**src/rtl/flash_data_master_pkg.sv**
```systemverilog
// Shared types and constants for the flash data-port master.
// Command opcodes, error codes and FSM states live here so the top and bench agree.
package flash_data_master_pkg;

    localparam int unsigned FLASH_BYTE_ADDR_W = 24;

    typedef enum logic [1:0] {
        OP_RD  = 2'b00,
        OP_WR  = 2'b01,
        OP_BRD = 2'b10,
        OP_RSV = 2'b11
    } op_t;

    typedef enum logic [1:0] {
        E_OK      = 2'b00,
        E_RANGE   = 2'b01,
        E_LEN     = 2'b10,
        E_TIMEOUT = 2'b11
    } err_t;

    typedef enum logic [2:0] {
        StIdle,
        StRdReq,
        StRdData,
        StWrReq,
        StDone
    } state_t;

    // States in which a bus transfer is outstanding and the timeout runs.
    function automatic logic is_busy(state_t s);
        return (s == StRdReq) || (s == StRdData) || (s == StWrReq);
    endfunction

endpackage

```
**src/rtl/flash_data_master_if.sv**
```systemverilog
// Sequencer command port plus Avalon-MM data-port signals of flash_data_master.
// master: the flash_data_master side; slave: the sequencer/flash side.
interface flash_data_master_if
    import flash_data_master_pkg::*;
#(
    parameter int unsigned ADDR_W  = 17,
    parameter int unsigned DATA_W  = 32,
    parameter int unsigned BURST_W = 4
) ();

    logic                         cmd_valid;
    logic                         cmd_ready;
    logic [1:0]                   cmd_op;
    logic [FLASH_BYTE_ADDR_W-1:0] cmd_addr;
    logic [BURST_W-1:0]           cmd_len;
    logic [DATA_W-1:0]            cmd_wdata;

    logic                         rd_valid;
    logic [DATA_W-1:0]            rd_data;
    logic                         rd_last;
    logic                         done;
    logic [1:0]                   err;

    logic [ADDR_W-1:0]            av_address;
    logic                         av_read;
    logic                         av_write;
    logic [DATA_W-1:0]            av_writedata;
    logic [BURST_W-1:0]           av_burstcount;
    logic                         av_waitrequest;
    logic                         av_readdatavalid;
    logic [DATA_W-1:0]            av_readdata;

    modport master (
        input  cmd_valid, cmd_op, cmd_addr, cmd_len, cmd_wdata,
        input  av_waitrequest, av_readdatavalid, av_readdata,
        output cmd_ready, rd_valid, rd_data, rd_last, done, err,
        output av_address, av_read, av_write, av_writedata, av_burstcount
    );

    modport slave (
        output cmd_valid, cmd_op, cmd_addr, cmd_len, cmd_wdata,
        output av_waitrequest, av_readdatavalid, av_readdata,
        input  cmd_ready, rd_valid, rd_data, rd_last, done, err,
        input  av_address, av_read, av_write, av_writedata, av_burstcount
    );

endinterface

```
**src/rtl/flash_data_master_timeout.sv**
```systemverilog
// Saturating no-progress counter; expired once TIMEOUT_CYC enabled cycles pass without a clear.
module flash_data_master_timeout #(
    parameter int unsigned TIMEOUT_CYC = 65535
) (
    input  logic clk,
    input  logic reset,
    input  logic i_clr,
    input  logic i_en,
    output logic o_expired
);

    localparam int unsigned CNT_W = $clog2(TIMEOUT_CYC + 1);
    localparam logic [CNT_W-1:0] LIMIT = CNT_W'(TIMEOUT_CYC);

    logic [CNT_W-1:0] r_cnt;

    always_ff @(posedge clk or posedge reset) begin
        if (reset) begin
            r_cnt <= '0;
        end else if (i_clr) begin
            r_cnt <= '0;
        end else if (i_en && (r_cnt != LIMIT)) begin
            r_cnt <= r_cnt + CNT_W'(1);
        end
    end

    assign o_expired = (r_cnt == LIMIT);

endmodule

```
**src/rtl/flash_data_master.sv**
```systemverilog
// Avalon-MM master for the on-chip flash data port: one command at a time
// (single read, burst read, single write) with range/length checks and a stall timeout.
module flash_data_master
    import flash_data_master_pkg::*;
#(
    parameter int unsigned ADDR_W      = 17,
    parameter int unsigned DATA_W      = 32,
    parameter int unsigned BURST_W     = 4,
    parameter int unsigned MAX_BURST   = 8,
    parameter int unsigned TIMEOUT_CYC = 65535
) (
    input logic                 clk,
    input logic                 reset,
    flash_data_master_if.master bus
);

    localparam logic [BURST_W-1:0] MAX_LEN = BURST_W'(MAX_BURST);
    localparam logic [BURST_W-1:0] ONE     = BURST_W'(1);

    state_t             r_state;
    logic               r_cmd_ready;
    logic [BURST_W-1:0] r_len;
    logic [BURST_W-1:0] r_beat;
    logic [BURST_W-1:0] r_av_burstcount;
    logic [ADDR_W-1:0]  r_av_address;
    logic [DATA_W-1:0]  r_av_writedata;
    logic [DATA_W-1:0]  r_rd_data;
    logic               r_av_read;
    logic               r_av_write;
    logic               r_rd_valid;
    logic               r_rd_last;
    logic               r_done;
    err_t               r_err;

    op_t                w_op;
    logic               w_accept;
    logic               w_range_bad;
    logic               w_len_bad;
    logic [BURST_W-1:0] w_len;
    logic               w_busy;
    logic               w_beat;
    logic [BURST_W-1:0] w_beat_next;
    logic               w_last;
    logic               w_req_ack;
    logic               w_progress;
    logic               w_expired;
    logic               w_abort;

    assign w_op        = op_t'(bus.cmd_op);
    assign w_accept    = bus.cmd_valid && r_cmd_ready;
    assign w_len_bad   = (w_op == OP_RSV) ||
                         ((w_op == OP_BRD) && ((bus.cmd_len == '0) || (bus.cmd_len > MAX_LEN)));
    assign w_len       = (w_op == OP_BRD) ? bus.cmd_len : ONE;
    assign w_busy      = is_busy(r_state);
    // Beats are taken in RD_REQ too, so a slave answering in the accept cycle is not lost.
    assign w_beat      = ((r_state == StRdReq) || (r_state == StRdData)) && bus.av_readdatavalid;
    assign w_beat_next = r_beat + ONE;
    assign w_last      = w_beat && (w_beat_next == r_len);
    assign w_req_ack   = ((r_state == StRdReq) || (r_state == StWrReq)) && !bus.av_waitrequest;
    assign w_progress  = w_accept || w_req_ack || w_beat;
    assign w_abort     = w_busy && w_expired && !w_progress;

    if (ADDR_W + 2 < FLASH_BYTE_ADDR_W) begin : g_range
        assign w_range_bad = |bus.cmd_addr[FLASH_BYTE_ADDR_W-1:ADDR_W+2];
    end else begin : g_no_range
        assign w_range_bad = 1'b0;
    end

    flash_data_master_timeout #(
        .TIMEOUT_CYC(TIMEOUT_CYC)
    ) u_timeout (
        .clk      (clk),
        .reset    (reset),
        .i_clr    (w_progress),
        .i_en     (w_busy),
        .o_expired(w_expired)
    );

    always_ff @(posedge clk or posedge reset) begin
        if (reset) begin
            r_state         <= StIdle;
            r_cmd_ready     <= 1'b1;
            r_len           <= '0;
            r_beat          <= '0;
            r_av_burstcount <= '0;
            r_av_address    <= '0;
            r_av_writedata  <= '0;
            r_rd_data       <= '0;
            r_av_read       <= 1'b0;
            r_av_write      <= 1'b0;
            r_rd_valid      <= 1'b0;
            r_rd_last       <= 1'b0;
            r_done          <= 1'b0;
            r_err           <= E_OK;
        end else begin
            r_rd_valid <= 1'b0;
            r_rd_last  <= 1'b0;
            r_done     <= 1'b0;
            if (w_beat) begin
                r_rd_valid <= 1'b1;
                r_rd_data  <= bus.av_readdata;
                r_rd_last  <= w_last;
                r_beat     <= w_beat_next;
            end
            case (r_state)
                StIdle: begin
                    if (w_accept) begin
                        r_cmd_ready     <= 1'b0;
                        r_err           <= E_OK;
                        r_av_address    <= bus.cmd_addr[ADDR_W+1:2];
                        r_av_writedata  <= bus.cmd_wdata;
                        r_len           <= w_len;
                        r_av_burstcount <= w_len;
                        r_beat          <= '0;
                        if (w_range_bad) begin
                            r_err   <= E_RANGE;
                            r_done  <= 1'b1;
                            r_state <= StDone;
                        end else if (w_len_bad) begin
                            r_err   <= E_LEN;
                            r_done  <= 1'b1;
                            r_state <= StDone;
                        end else if (w_op == OP_WR) begin
                            r_av_write <= 1'b1;
                            r_state    <= StWrReq;
                        end else begin
                            r_av_read <= 1'b1;
                            r_state   <= StRdReq;
                        end
                    end
                end
                StRdReq: begin
                    if (w_last) begin
                        r_av_read <= 1'b0;
                        r_done    <= 1'b1;
                        r_state   <= StDone;
                    end else if (w_req_ack) begin
                        r_av_read <= 1'b0;
                        r_state   <= StRdData;
                    end else if (w_abort) begin
                        r_av_read <= 1'b0;
                        r_err     <= E_TIMEOUT;
                        r_done    <= 1'b1;
                        r_state   <= StDone;
                    end
                end
                StRdData: begin
                    if (w_last) begin
                        r_done  <= 1'b1;
                        r_state <= StDone;
                    end else if (w_abort) begin
                        r_err   <= E_TIMEOUT;
                        r_done  <= 1'b1;
                        r_state <= StDone;
                    end
                end
                StWrReq: begin
                    if (w_req_ack) begin
                        r_av_write <= 1'b0;
                        r_done     <= 1'b1;
                        r_state    <= StDone;
                    end else if (w_abort) begin
                        r_av_write <= 1'b0;
                        r_err      <= E_TIMEOUT;
                        r_done     <= 1'b1;
                        r_state    <= StDone;
                    end
                end
                StDone: begin
                    r_cmd_ready <= 1'b1;
                    r_state     <= StIdle;
                end
                default: begin
                    r_cmd_ready <= 1'b1;
                    r_state     <= StIdle;
                end
            endcase
        end
    end

    assign bus.cmd_ready     = r_cmd_ready;
    assign bus.rd_valid      = r_rd_valid;
    assign bus.rd_data       = r_rd_data;
    assign bus.rd_last       = r_rd_last;
    assign bus.done          = r_done;
    assign bus.err           = r_err;
    assign bus.av_address    = r_av_address;
    assign bus.av_read       = r_av_read;
    assign bus.av_write      = r_av_write;
    assign bus.av_writedata  = r_av_writedata;
    assign bus.av_burstcount = r_av_burstcount;

endmodule

```
**src/flat_wrapper.sv**
```systemverilog
// flat-port wrapper written by rule: the top's interface ports become plain ports
module flash_data_master_flat import flash_data_master_pkg::*;
#(
    parameter int unsigned ADDR_W      = 17,
    parameter int unsigned DATA_W      = 32,
    parameter int unsigned BURST_W     = 4,
    parameter int unsigned MAX_BURST   = 8,
    parameter int unsigned TIMEOUT_CYC = 65535
)
  (clk, reset, bus_cmd_valid, bus_cmd_op, bus_cmd_addr, bus_cmd_len, bus_cmd_wdata, bus_av_waitrequest, bus_av_readdatavalid, bus_av_readdata, bus_cmd_ready, bus_rd_valid, bus_rd_data, bus_rd_last, bus_done, bus_err, bus_av_address, bus_av_read, bus_av_write, bus_av_writedata, bus_av_burstcount);
  flash_data_master_if #(.ADDR_W(ADDR_W), .DATA_W(DATA_W), .BURST_W(BURST_W)) bus_i ();
  input logic clk;
  input logic reset;
  input wire logic [$bits(bus_i.cmd_valid)-1:0] bus_cmd_valid;
  input wire logic [$bits(bus_i.cmd_op)-1:0] bus_cmd_op;
  input wire logic [$bits(bus_i.cmd_addr)-1:0] bus_cmd_addr;
  input wire logic [$bits(bus_i.cmd_len)-1:0] bus_cmd_len;
  input wire logic [$bits(bus_i.cmd_wdata)-1:0] bus_cmd_wdata;
  input wire logic [$bits(bus_i.av_waitrequest)-1:0] bus_av_waitrequest;
  input wire logic [$bits(bus_i.av_readdatavalid)-1:0] bus_av_readdatavalid;
  input wire logic [$bits(bus_i.av_readdata)-1:0] bus_av_readdata;
  output wire logic [$bits(bus_i.cmd_ready)-1:0] bus_cmd_ready;
  output wire logic [$bits(bus_i.rd_valid)-1:0] bus_rd_valid;
  output wire logic [$bits(bus_i.rd_data)-1:0] bus_rd_data;
  output wire logic [$bits(bus_i.rd_last)-1:0] bus_rd_last;
  output wire logic [$bits(bus_i.done)-1:0] bus_done;
  output wire logic [$bits(bus_i.err)-1:0] bus_err;
  output wire logic [$bits(bus_i.av_address)-1:0] bus_av_address;
  output wire logic [$bits(bus_i.av_read)-1:0] bus_av_read;
  output wire logic [$bits(bus_i.av_write)-1:0] bus_av_write;
  output wire logic [$bits(bus_i.av_writedata)-1:0] bus_av_writedata;
  output wire logic [$bits(bus_i.av_burstcount)-1:0] bus_av_burstcount;
  assign bus_i.cmd_valid = bus_cmd_valid;
  assign bus_i.cmd_op = bus_cmd_op;
  assign bus_i.cmd_addr = bus_cmd_addr;
  assign bus_i.cmd_len = bus_cmd_len;
  assign bus_i.cmd_wdata = bus_cmd_wdata;
  assign bus_i.av_waitrequest = bus_av_waitrequest;
  assign bus_i.av_readdatavalid = bus_av_readdatavalid;
  assign bus_i.av_readdata = bus_av_readdata;
  assign bus_cmd_ready = bus_i.cmd_ready;
  assign bus_rd_valid = bus_i.rd_valid;
  assign bus_rd_data = bus_i.rd_data;
  assign bus_rd_last = bus_i.rd_last;
  assign bus_done = bus_i.done;
  assign bus_err = bus_i.err;
  assign bus_av_address = bus_i.av_address;
  assign bus_av_read = bus_i.av_read;
  assign bus_av_write = bus_i.av_write;
  assign bus_av_writedata = bus_i.av_writedata;
  assign bus_av_burstcount = bus_i.av_burstcount;
  flash_data_master #(.ADDR_W(ADDR_W), .DATA_W(DATA_W), .BURST_W(BURST_W), .MAX_BURST(MAX_BURST), .TIMEOUT_CYC(TIMEOUT_CYC)) u_core (.clk(clk), .reset(reset), .bus(bus_i));
endmodule
```
**config.mk**
```make
export PLATFORM = sky130hd
export DESIGN_NAME = flash_data_master_flat
export DESIGN_NICKNAME = d
export VERILOG_FILES = /design/src/rtl/flash_data_master_pkg.sv /design/src/rtl/flash_data_master_if.sv /design/src/rtl/flash_data_master_timeout.sv /design/src/rtl/flash_data_master.sv /design/src/flat_wrapper.sv
export SDC_FILE = /design/constraint.sdc
export NUM_CORES = 1
export LEC_CHECK = 0
export CAP_MARGIN = 10
export CORE_ASPECT_RATIO = 0.9
export CORE_UTILIZATION = 44
export CTS_CLUSTER_SIZE = 12
export DETAILED_ROUTE_END_ITERATION = 10
export GPL_TIMING_DRIVEN = 0
export PLACE_DENSITY = 0.84
export SYNTH_ARGS = -nofsm -noshare
export SYNTH_HDL_FRONTEND = slang
export SYNTH_SLANG_ARGS = --single-unit
```
**constraint.sdc**
```tcl
create_clock -name clk -period 4.3 [get_ports clk]
set_input_delay 0.645 -clock clk [delete_from_list [all_inputs] [get_ports clk]]
set_output_delay 0.645 -clock clk [all_outputs]
set_load 0.02 [all_outputs]
```
==> results.cfg <==
[clocking]
clock-root-buffer = clkbuf_16
cts.clk_slew.worst_paths_ps = 50
cts_resized = 0
cts_buffer_depth = 2
cts_buffers = 17
post-cts-setup-buffers = 0
cts_max_level = 4
clock_sinks = 116
clk_latency_ps = 410
cts_tree = built
holdBufCountCts = 0

[sta]
whs_ps = 474.7
final-setup-viol-count = 0
fmax_mhz = 427.2
fin_skew_ps = 5.758
fin_crit_sh_pct = 54.44
finalHoldViolations = 0
setup_tns_ps = 0
rsz0062_at_grt = false
slew_headroom_pct = 52.79
slew_viol_final = 0
period_needed_ps = 2341
tightest_slew_ps = 706.6

[cells_and_area]
final_cells = 848
drive_gt1_share_pct = 11.06
fin_nets = 784
fillers = 815
antenna_cells = 0
final_area_um2 = 7652
fin_util_pct = 70.49
syn_to_final_growth_pct = 55.47

[logic_synthesis]
ys_warn_count = 0
synth_area_um2 = 4922
ys_top_cells_by_area = dfrtp_1 (58%), nand2_1 (12%), mux2_2 (7.5%)
ys_seq_elements = 116
ys_types = 48
synth.top_cell.area_share_pct = 58.46
ys.flop_type = dfrtp_1
synthArstFlopShare_pct = 100.0
synth_seq_area_share_pct = 59.00
syn_area_per_cell_um2 = 10.36
synth_cells = 475
netlist.top_cell.by_area = dfrtp_1
syn_nets = 576
synth-edff-count = 0

[grt]
grt_overflow = 0
first_global_vias = 4169
antenna_found_initial = 0
track_usage_pct = 22.42
grt_start_max_net_pins = 67
grt_pass1_wl_um = 20170

[min_path]
hold_path.class = flop to flop
holdPathEnd = u_core.bus.av_address[6]
whs_path_depth = 2
min_from = u_core.bus.av_address[6]

[worst_setup_path]
slowest_stage = or3_1
critPathCaptureType = flop
regToRegSetupSlack_ps = 1960
crit_type = flop to flop
slowest_delay_ps = 460
ff2ff_path_depth = 6
crit_arrival_ps = 2680
r2r_end = u_core.bus.av_writedata[16]
crit_path_start_kind = flop
required_ps = 4640
path_common_cell = nand2_1
cp_max_fo = 10
cp_cell_sequence = or3_1 -> nor2_1 -> buf_2 -> buf_1 -> nand2_1 -> nand2_1
r2r_start = u_core.r_state[0]

[floorplan]
die_x_um = 113.5
die_h_um = 102.3
row_count = 36
start_util_pct = 45.34
core_um2 = 10860
pin_count = 192
die_area_um2 = 11610

[run]
maxCapViolCount = 0

[drt]
final_antenna_net_count = 0
drt-wirelength-per-cell_um = 14.88
vias = 4212
first_pass_iters = 4
drt_wl_total_um = 12620
drtIter0Drc = 230
drc = 0
viasPerCell = 4.967

[place]
placed_cells = 816
placed_area_um2 = 7024
dp_hpwl_um = 9173
io_buffers = 188
routabilityCongestion = 0.8109

[power]
cellLeakagePower_nw = 3.513
ir_drop_uv = 315.2
powerDensity_nw_per_um2 = 699.8

[outcome]
status = completed
sequential cells by signal, indices dropped and copies added, names as in the netlist:
name,flops
u_core.bus.av_address,17
u_core.bus.av_burstcount,4
u_core.bus.av_read,1
u_core.bus.av_write,1
u_core.bus.av_writedata,32
u_core.bus.cmd_ready,1
u_core.bus.done,1
u_core.bus.err,2
u_core.bus.rd_data,32
u_core.bus.rd_last,1
u_core.bus.rd_valid,1
u_core.r_beat,4
u_core.r_state,3
u_core.u_timeout.r_cnt,16
kinds of logic after synthesis:
family	after synthesis	synth area share, %
adders and majority gates	2	0.5083
buffers and inverters	27	2.262
DFF	116	59.00
muxes	34	7.753
and+or+nand+nor	236	20.41
AOI/OAI and AO/OA	35	5.465
xor gates and xnor gates	25	4.601
cells in the final DEF, fill, tap and decap left out, types with 4 or more instances in the layout:
master	n
clkbuf_1	18
and3_1	5
dfrtp_1	115
o21ai_0	7
and2_1	4
nand4_1	7
xor2_1	18
buf_2	5
xnor2_1	6
nand2b_1	4
nand2_1	159
nand3_1	6
o211ai_1	6
mux2_2	33
bufinv_16	4
nor2_1	32
clkbuf_16	17
a21oi_1	4
clkdlybuf4s50_1	188
stage by stage:
stage | worst slack, ps | total power [mW]
after floorplan | 584.2 | 2.798
after global routing | 1769 | 5.636
after global placement | -923.5 | 3.816
after CTS | 1913 | 5.399
after detailed placement | 1538 | 3.894
final | 1959 | 5.355
worst max-delay path, delay by kind of cell (launching register included):
kind	cells	cell delay [ps]
flops	1	440
simple gates	4	1100
buf+inv	2	730
layout make-up:
cell class | count | area (um2) | area share, %
Buffer | 24 | 100.1 | 1.308
Tap cell | 152 | 190.2 | 2.485
Timing Repair Buffer | 189 | 1909 | 24.95
Inverter | 3 | 13.76 | 0.1799
Sequential cell | 116 | 2904 | 37.95
Clock inverter | 9 | 150.1 | 1.962
Multi-Input combinational cell | 332 | 1907 | 24.92
Clock buffer | 23 | 478.0 | 6.246
metal layers:
| metal | up-vias | share of wire [%] | global-route usage (%) |
|---|---|---|---|
| li1 | 1998 | - | - |
| met1 | 2045 | 44 | 28.14 |
| met2 | 156 | 48 | 36.21 |
| met3 | 13 | 7.1 | 7.117 |
| met4 | 0 | 1.4 | 9.312 |
| met5 | - | 0 | 0 |
cell usage after synthesis, types with 3 or more instances:
master	instances
xor2_1	18
nand2b_1	4
buf_2	5
nor4_1	3
o211ai_1	6
o2111ai_1	3
nor2b_1	3
and3_1	5
clkbuf_1	15
and2_1	4
o21ai_0	7
nor2_1	32
nand4_1	7
dfrtp_1	115
mux2_2	33
a21oi_1	4
nor3_1	3
nand3_1	6
xnor2_1	6
inv_1	3
buf_1	3
nand2_1	159
report_power, final:
part | switching (mW) | internal (mW)
Sequential | 0.232 | 1.51
Combinational | 1.11 | 1.03
Clock | 0.473 | 1.01
Total | 1.81 | 3.54
worst max-delay path by stage:
stage	end	slack (ps)	startpoint	depth (start not counted)
CTS	u_core.bus.av_writedata[18]	1910	u_core.r_state[0]	6
global placement	u_core.bus.av_writedata[31]	-920	reset	2
floorplan	u_core.bus.av_address[0]	580	reset	1
global route	u_core.bus.av_writedata[22]	1770	u_core.r_state[0]	6
finish	u_core.bus.av_writedata[16]	1960	u_core.r_state[0]	6
detailed placement	u_core.bus.av_writedata[24]	1540	bus_cmd_valid	7
Note: power is estimated with default switching activity, not from simulation.
